$ cat config.mk
export PLATFORM = sky130hd
export DESIGN_NAME = debounce_array
export DESIGN_NICKNAME = d
export VERILOG_FILES = /design/src/rtl/debounce_pkg.sv /design/src/rtl/debounce_ch.sv /design/src/rtl/debounce_array.sv
export SDC_FILE = /design/constraint.sdc
export NUM_CORES = 1
export LEC_CHECK = 0
export BUFFER_PORTS_ARGS = -buffer_cell sky130_fd_sc_hd__buf_2
export CORE_ASPECT_RATIO = 1.5
export CORE_UTILIZATION = 35
export DETAILED_ROUTE_END_ITERATION = 8
export PLACE_DENSITY = 0.6
export SLEW_MARGIN = 10
export SYNTH_ARGS = -nofsm -noshare
export SYNTH_HDL_FRONTEND = slang
export SYNTH_SLANG_ARGS = --single-unit
$ cat constraint.sdc
create_clock -name clk -period 4.7 [get_ports clk]
set_input_delay 0.94 -clock clk [delete_from_list [all_inputs] [get_ports clk]]
set_output_delay 0.94 -clock clk [all_outputs]
set_load 0.05 [all_outputs]
$ cat src/rtl/debounce_pkg.sv
// debounce_pkg: shared defaults and counter-width helper for the debounce array
package debounce_pkg;
  localparam int unsigned CNT_VAL_DEF = 500_000;
  localparam int unsigned LONG_VAL_DEF = 50_000_000;
  function automatic int unsigned cnt_w(input int unsigned v);
    return (v < 1) ? 1 : $clog2(v + 1);
  endfunction
endpackage

$ cat src/rtl/debounce_ch.sv
// debounce_ch: one push-button channel with synchroniser, debounce, edge and long-press detection
module debounce_ch
  import debounce_pkg::*;
#(
  parameter int unsigned CNT_VAL = CNT_VAL_DEF,
  parameter int unsigned LONG_VAL = LONG_VAL_DEF,
  parameter logic INV = 1'b0
) (
  input  logic clk,
  input  logic arst_n,
  input  logic btn_i,
  output logic stbl_o,
  output logic rise_o,
  output logic fall_o,
  output logic long_o,
  output logic held_o
);
  localparam int unsigned CW = cnt_w(CNT_VAL);
  localparam int unsigned LW = cnt_w(LONG_VAL);
  localparam logic [CW-1:0] CNT_LAST = CW'(CNT_VAL - 1);
  localparam logic [LW-1:0] LONG_LAST = LW'(LONG_VAL - 1);
  localparam logic [LW-1:0] LONG_MAX = LW'(LONG_VAL);
  logic s1_q, s2_q, stbl_q, stbl_d, rise_q, fall_q, long_q, long_d, held_q, held_d, accept;
  logic [CW-1:0] cnt_q, cnt_d;
  logic [LW-1:0] hold_q, hold_d;
  // a long press that is released on the very edge it matures is dropped, so pb_long never meets pb_fall
  always_comb begin
    accept = (s2_q != stbl_q) && (cnt_q == CNT_LAST);
    stbl_d = accept ? s2_q : stbl_q;
    cnt_d = (s2_q == stbl_q || accept) ? '0 : cnt_q + 1'b1;
    hold_d = !stbl_q ? '0 : (hold_q == LONG_MAX ? hold_q : hold_q + 1'b1);
    long_d = stbl_q && stbl_d && (hold_q == LONG_LAST);
    held_d = stbl_d && (held_q || long_d);
  end
  // all channel state, cleared asynchronously by reset
  always_ff @(posedge clk or negedge arst_n) begin
    if (!arst_n) begin
      {s1_q, s2_q, stbl_q, rise_q, fall_q, long_q, held_q} <= '0;
      cnt_q <= '0;
      hold_q <= '0;
    end else begin
      s1_q <= btn_i ^ INV;
      s2_q <= s1_q;
      stbl_q <= stbl_d;
      cnt_q <= cnt_d;
      hold_q <= hold_d;
      rise_q <= stbl_d && !stbl_q;
      fall_q <= !stbl_d && stbl_q;
      long_q <= long_d;
      held_q <= held_d;
    end
  end
  assign stbl_o = stbl_q;
  assign rise_o = rise_q;
  assign fall_o = fall_q;
  assign long_o = long_q;
  assign held_o = held_q;
endmodule

$ cat src/rtl/debounce_array.sv
// debounce_array: N_CH independent debounced push-button channels
module debounce_array
  import debounce_pkg::*;
#(
  parameter int unsigned N_CH = 4,
  parameter int unsigned CNT_VAL = CNT_VAL_DEF,
  parameter int unsigned LONG_VAL = LONG_VAL_DEF,
  parameter logic [N_CH-1:0] INV_MASK = '0
) (
  input  logic            clk,
  input  logic            arst_n,
  input  logic [N_CH-1:0] push_btn,
  output logic [N_CH-1:0] pb_stbl,
  output logic [N_CH-1:0] pb_rise,
  output logic [N_CH-1:0] pb_fall,
  output logic [N_CH-1:0] pb_long,
  output logic [N_CH-1:0] pb_held
);
  for (genvar i = 0; i < N_CH; i++) begin : g_ch
    debounce_ch #(
      .CNT_VAL(CNT_VAL),
      .LONG_VAL(LONG_VAL),
      .INV(INV_MASK[i])
    ) u_ch (
      .clk(clk),
      .arst_n(arst_n),
      .btn_i(push_btn[i]),
      .stbl_o(pb_stbl[i]),
      .rise_o(pb_rise[i]),
      .fall_o(pb_fall[i]),
      .long_o(pb_long[i]),
      .held_o(pb_held[i])
    );
  end
endmodule

# ---- Word level (Yosys, flattened, before mapping)
# Cells that the tools add are included.
dict set report word_totals {
  reg_bits 208
  input_bits 6
  word_cells 124
}
dict set report op_classes {
  addsub 8
  eq_ne 24
  mux 16
  n_reduce_logical 40
}
# op count
set op_table {}
lappend op_table {{== test 26 bit (second input constant)} 8}
lappend op_table {{2-to-1 mux 26 bit} 8}
lappend op_table {{adder 26 x 1 -> 26 bit (second input constant)} 4}
lappend op_table {{adder 19 x 1 -> 19 bit (second input constant)} 4}
lappend op_table {{== test 19 bit (second input constant)} 4}
lappend op_table {{2-to-1 mux 19 bit} 4}
lappend op_table {{logical AND 1 bit} 24}
lappend op_table {{zero test 1 bit} 8}
lappend op_table {{logical OR 1 bit} 8}
lappend op_table {{!= test 2 bit (second input constant)} 4}
lappend op_table {{== test 1 bit} 4}
lappend op_table {{2-to-1 mux 1 bit} 4}
lappend op_table {{!= test 1 bit} 4}

# ---- Depth between registers and ports, before layout
dict set report logic_depth {
  depth_word 7
  ltp_mapped 8
  depth_no_buf 7
}

# ---- By module
# A second synthesis with hierarchy kept.
dict set report hier_totals {
  hier_cells 1105
  hier_area_um2 10660.2
}
# mod n_inst cells_each area_each_um2
set by_module_without_submodules {}
lappend by_module_without_submodules {{debounce_ch (g_ch[0].u_ch ...)} 3 276 2651.3}
lappend by_module_without_submodules {{debounce_ch (g_ch[1].u_ch)} 1 277 2706.3}

# ---- Least setup slack after synthesis
# No wires, ideal clock.
dict set report synth_timing {
  path_kind {register to register}
  start {register g_ch[2].u_ch.cnt_q[11]}
  end {register g_ch[2].u_ch.long_q}
  setup_time_ns 0.119
  t_arrival_ns 1.846
  path_slack_ns 2.735
  path_stages_with_launch 6
  path_buffers 0
  synth_period_minus_slack_ns 1.965
  cell_sequence {dfrtp_1 or4_1 nor4_2 nand3_2 mux2_4 and2_1}
}
dict set report synth_between {
  elab_chain_len 5
}
# element line
set synth_lines {}
lappend synth_lines {{start, declared} debounce_ch.sv:24} ;# logic [CW-1:0] cnt_q, cnt_d;
lappend synth_lines {{start signal, assigned} debounce_ch.sv:45} ;# cnt_q <= cnt_d;
lappend synth_lines {{== test 19 bit} debounce_ch.sv:28} ;# accept = (s2_q != stbl_q) && (cnt_q == CNT_LAST);
lappend synth_lines {{logical AND 1 bit} debounce_ch.sv:28}
lappend synth_lines {{2-to-1 mux 1 bit} debounce_ch.sv:29} ;# stbl_d = accept ? s2_q : stbl_q;
lappend synth_lines {{via g_ch[2].u_ch.stbl_d} debounce_ch.sv:23} ;# logic s1_q, s2_q, stbl_q, stbl_d, rise_q, fall_q, long_q, long_d, held_q, held_d, accept;
lappend synth_lines {{logical AND 1 bit (2 in series)} debounce_ch.sv:32} ;# long_d = stbl_q && stbl_d && (hold_q == LONG_LAST);
lappend synth_lines {{via g_ch[2].u_ch.long_d} debounce_ch.sv:23}
lappend synth_lines {{end signal, assigned} debounce_ch.sv:49} ;# long_q <= long_d;
lappend synth_lines {{end, declared} debounce_ch.sv:23}
# The timed path passes the listed nets, and every way through them passes these cells.
# A chain may end at the register's enable or synchronous reset.

# ---- Worst setup path after layout
dict set report layout_timing {
  start {register g_ch[3].u_ch.stbl_q}
  end {output port pb_stbl[3]}
}
# element line
set layout_lines {}
lappend layout_lines {{start, declared} debounce_ch.sv:23}
lappend layout_lines {{start signal, assigned} debounce_ch.sv:44} ;# stbl_q <= stbl_d;
lappend layout_lines {{end, declared} debounce_array.sv:13} ;# output logic [N_CH-1:0] pb_stbl,
# No word-level cell between the ends.

==> flow_metrics.env <==
export IMPL_syn2layout_area_growth_pct=10.7
export IMPL_yosys_top_cells_area="dfrtp_1, xor2_1, xnor2_1, and2_1, nor2_1"
export IMPL_io_buffer_count=25
export IMPL_gr_usage_all_layers_pct=13.1
export IMPL_critical_path_slowest_cell="dfrtp_1"
export IMPL_drive_gt1_share_pct=8.48
export IMPL_worstPathArrival_ns=1.81
export IMPL_p_switching_uw=776
export IMPL_synth_warnings=0
export IMPL_synth_compound_area_share_pct=2.08
export IMPL_synth_nets=1046
export IMPL_path_buf_inv=1
export IMPL_critPathLaunchType="flop"
export IMPL_async_flop_share_pct=100
export IMPL_slowest_delay_ns=0.91
export IMPL_drt_iter0_markers=237
export IMPL_highest_layer="met4"
export IMPL_rsz0062_at_grt="false"
export IMPL_dpl_hpwl_mm=12.2
export IMPL_final_hold_viol_count=0
export IMPL_diodes=0
export IMPL_die_height_um=213
export IMPL_pwr_density_cell_mw_per_mm2=311
export IMPL_yosysSeqAreaShare_pct=49.9
export IMPL_initial_core_util_pct=35.5
export IMPL_synth_cells=1028
export IMPL_tightest_slew_ns=0.880
export IMPL_syn_avg_cell_area_um2=10.1
export IMPL_timing_rr_start="g_ch[0].u_ch.cnt_q[12]"
export IMPL_maxCapViolations=0
export IMPL_path_clk_slew_ns=0.06
export IMPL_path_cells="buf_2"
export IMPL_setup_violations=0
export IMPL_fp_dieW_um=143
export IMPL_hold_path_startpoint="g_ch[1].u_ch.s1_q"
export IMPL_clock_sinks=208
export IMPL_grt_pass1_wl_mm=33.5
export IMPL_synthMuxAreaShare_pct=0.852
export IMPL_period_minus_slack_ns=2.75
export IMPL_rows=77
export IMPL_pre_cts_ws_ns=2.41
export IMPL_fmax_mhz=363
export IMPL_num_vias=7113
export IMPL_globalplace_congestion=0.760
export IMPL_wl_met1_mm=8.07
export IMPL_power_internal_uw=2820
export IMPL_routedWlPerCell_um=12.9
export IMPL_report_power_total_uw=3590
export IMPL_yosysTopAreaCell="dfrtp_1"
export IMPL_synth_distinct_cells=50
export IMPL_critPathMaxFanout=33
export IMPL_cts_root_buf="clkbuf_16"
export IMPL_yosys_area_share_simple_pct=29.1
export IMPL_wl_met2_mm=9.66
export IMPL_grt_overflow=0
export IMPL_netlist_area_leader_share_pct=49.9
export IMPL_status="completed"
export IMPL_cts_tree="yes"
export IMPL_grt_pass1_vias=7337
export IMPL_vdd_drop_max_v=0.000243
export IMPL_clockPowerShare_pct=47.6
export IMPL_power_frac_seq_pct=50.5
export IMPL_design_die_area_mm2=0.0305
export IMPL_synth_flop_cell="dfrtp_1"
export IMPL_synth_edf_count=0
export IMPL_cp_end_kind="output port"
export IMPL_crit_family="flip-flops"
export IMPL_cts_resized_gates=0
export IMPL_setup_tns_ns=0
export IMPL_drt_first_pass_iters=4
export IMPL_finalWirelength_mm=18.7
export IMPL_cp_startpoint="g_ch[3].u_ch.stbl_o"
export IMPL_grt_antenna_before_repair=0
export IMPL_avgViaCountPerCell=4.93
export IMPL_grt_max_degree=104
export IMPL_slew_headroom_pct=41.3
export IMPL_p_leak_uw=0.00497
export IMPL_core_area_mm2=0.0294
export IMPL_synth_xor_area_share_pct=12.9
export IMPL_path_class="reg -> out"
export IMPL_boundaryPins=26
export IMPL_switching_share_pct=21.6
export IMPL_skew_ns=0.0105
export IMPL_cts_hold_buffers=0
export IMPL_cts_buffer_depth=3
export IMPL_nFillCells=2913
export IMPL_worstHoldPathType="reg -> reg"
export IMPL_drc=0
export IMPL_finalCritPeriodShare_pct=58.6
export IMPL_insertion_delay_ns=0.51
export IMPL_dr_wl_met3_um=478
export IMPL_h_tree_depth=1
export IMPL_synth_most_common_cell="dfrtp_1"
export IMPL_antenna_left=0
export IMPL_critical_path_required_ns=3.76
export IMPL_syn_cell_area_mm2=0.0104
export IMPL_nets=1051
export IMPL_finalWorstSetupSlack_ns=1.95
export IMPL_post_cts_buffers=0
export IMPL_synth_fa_ha_area_share_pct=1.44
export IMPL_slew_violations=0
export IMPL_synth_top_family_by_area="simple AND/OR/NAND/NOR gates"
export IMPL_cts_buffers=23
export IMPL_synth_common_cells="dfrtp_1, nor2_1, xor2_1, and2_1, xnor2_1"
export IMPL_pwr_share_comb_pct=1.9
export IMPL_synth_seq_cells=208
path summary, 6_finish.rpt:
| check | end | slack (ns) | cells after the start |
|---|---|---|---|
| hold reg to reg | g_ch[1].u_ch.s2_q | 0.35 | 0 |
| setup reg to reg | g_ch[0].u_ch.cnt_q[18] | 2.57 | 5 |
| setup / recovery | pb_stbl[3] | 1.95 | 1 |
| min in group asynchronous | g_ch[1].u_ch.s1_q | 0.38 | 1 |
| max in group asynchronous | g_ch[2].u_ch.hold_q[23] | 3.39 | 2 |
| hold / removal | g_ch[1].u_ch.s2_q | 0.35 | 0 |
routing by layer:
metal | GRT usage, % | up-vias
li1 | - | 3508
met1 | 14.9 | 3493
met2 | 24.6 | 79
met3 | 1.72 | 33
met4 | 5.30 | 0
met5 | 0 | -
through the flow:
stage	hold slack [ns]	utilization [%]	cells	area [um2]
4_1_cts	0.359	39.3	1444	11500
3_5_place_dp	0.336	36.8	1403	10800
5_1_grt	0.367	39.3	1444	11500
2_1_floorplan	0.331	-	1028	10400
6_report	0.354	39.3	1444	11500
3_3_place_gp	0.333	36.8	1403	10800
area by class of cell:
class / count / area (um2) / share of cell area, %
inverters: 30 / 113 / 0.976
clock inverters: 13 / 95.1 / 0.824
flip-flops and latches: 208 / 5200 / 45.1
multi-input cells: 742 / 4830 / 41.9
clock buffers: 28 / 624 / 5.41
repair buffers: 28 / 170 / 1.48
well taps: 395 / 494 / 4.28
power by group through the flow:
| stage | Clock [uW] | Combinational [uW] | Sequential [uW] |
|---|---|---|---|
| after floorplan | 0 | 24.9 | 1840 |
| after global placement | 0 | 70.1 | 1850 |
| after detailed placement | 0 | 71.1 | 1850 |
| after CTS | 1790 | 71.6 | 1810 |
| after global routing | 1850 | 79.8 | 1810 |
| final | 1710 | 66.5 | 1810 |
sequential cells by signal, indices dropped and copies added (netlist names):
name and count:
g_ch.u_ch.hold_q 104, g_ch.u_ch.cnt_q 76, g_ch.u_ch.fall_o 4, g_ch.u_ch.held_o 4, g_ch.u_ch.long_o 4, g_ch.u_ch.rise_o 4, g_ch.u_ch.s1_q 4, g_ch.u_ch.s2_q 4
g_ch.u_ch.stbl_o 4
logic make-up after synthesis:
group | count (synthesis)
xor gates and xnor gates | 154
and+or+nand+nor | 533
muxes | 8
DFF | 208
AOI/OAI and AO/OA | 35
buffers and inverters | 78
adders and majority gates | 12
cells in the final DEF, fill, tap and decap left out, types with 3 or more instances in the layout:
master,netlist,final
a21oi_1,4,4
nor2_1,103,103
and3_1,17,17
nor4_1,26,26
xor2_1,85,85
nor4b_1,9,9
nand4b_1,7,7
o21a_1,4,4
and4_1,17,17
or4_1,6,6
and2_1,83,83
xnor2_1,69,69
nor3_2,4,4
mux2i_1,6,6
clkinv_2,0,10
nand3_1,64,64
nand2_1,63,63
nand4_1,47,47
clkbuf_16,0,23
buf_2,4,24
nor3_1,18,18
clkbuf_8,0,3
nor4_2,5,5
dfrtp_1,208,208
o21ai_0,14,14
inv_1,30,30
nand3b_1,3,3
nor3b_1,12,12
ha_1,12,12
a21boi_0,10,10
or3_1,15,15
nor2b_1,14,14
nand2b_1,3,3
No activity file was read; power rests on OpenSTA's default activity.
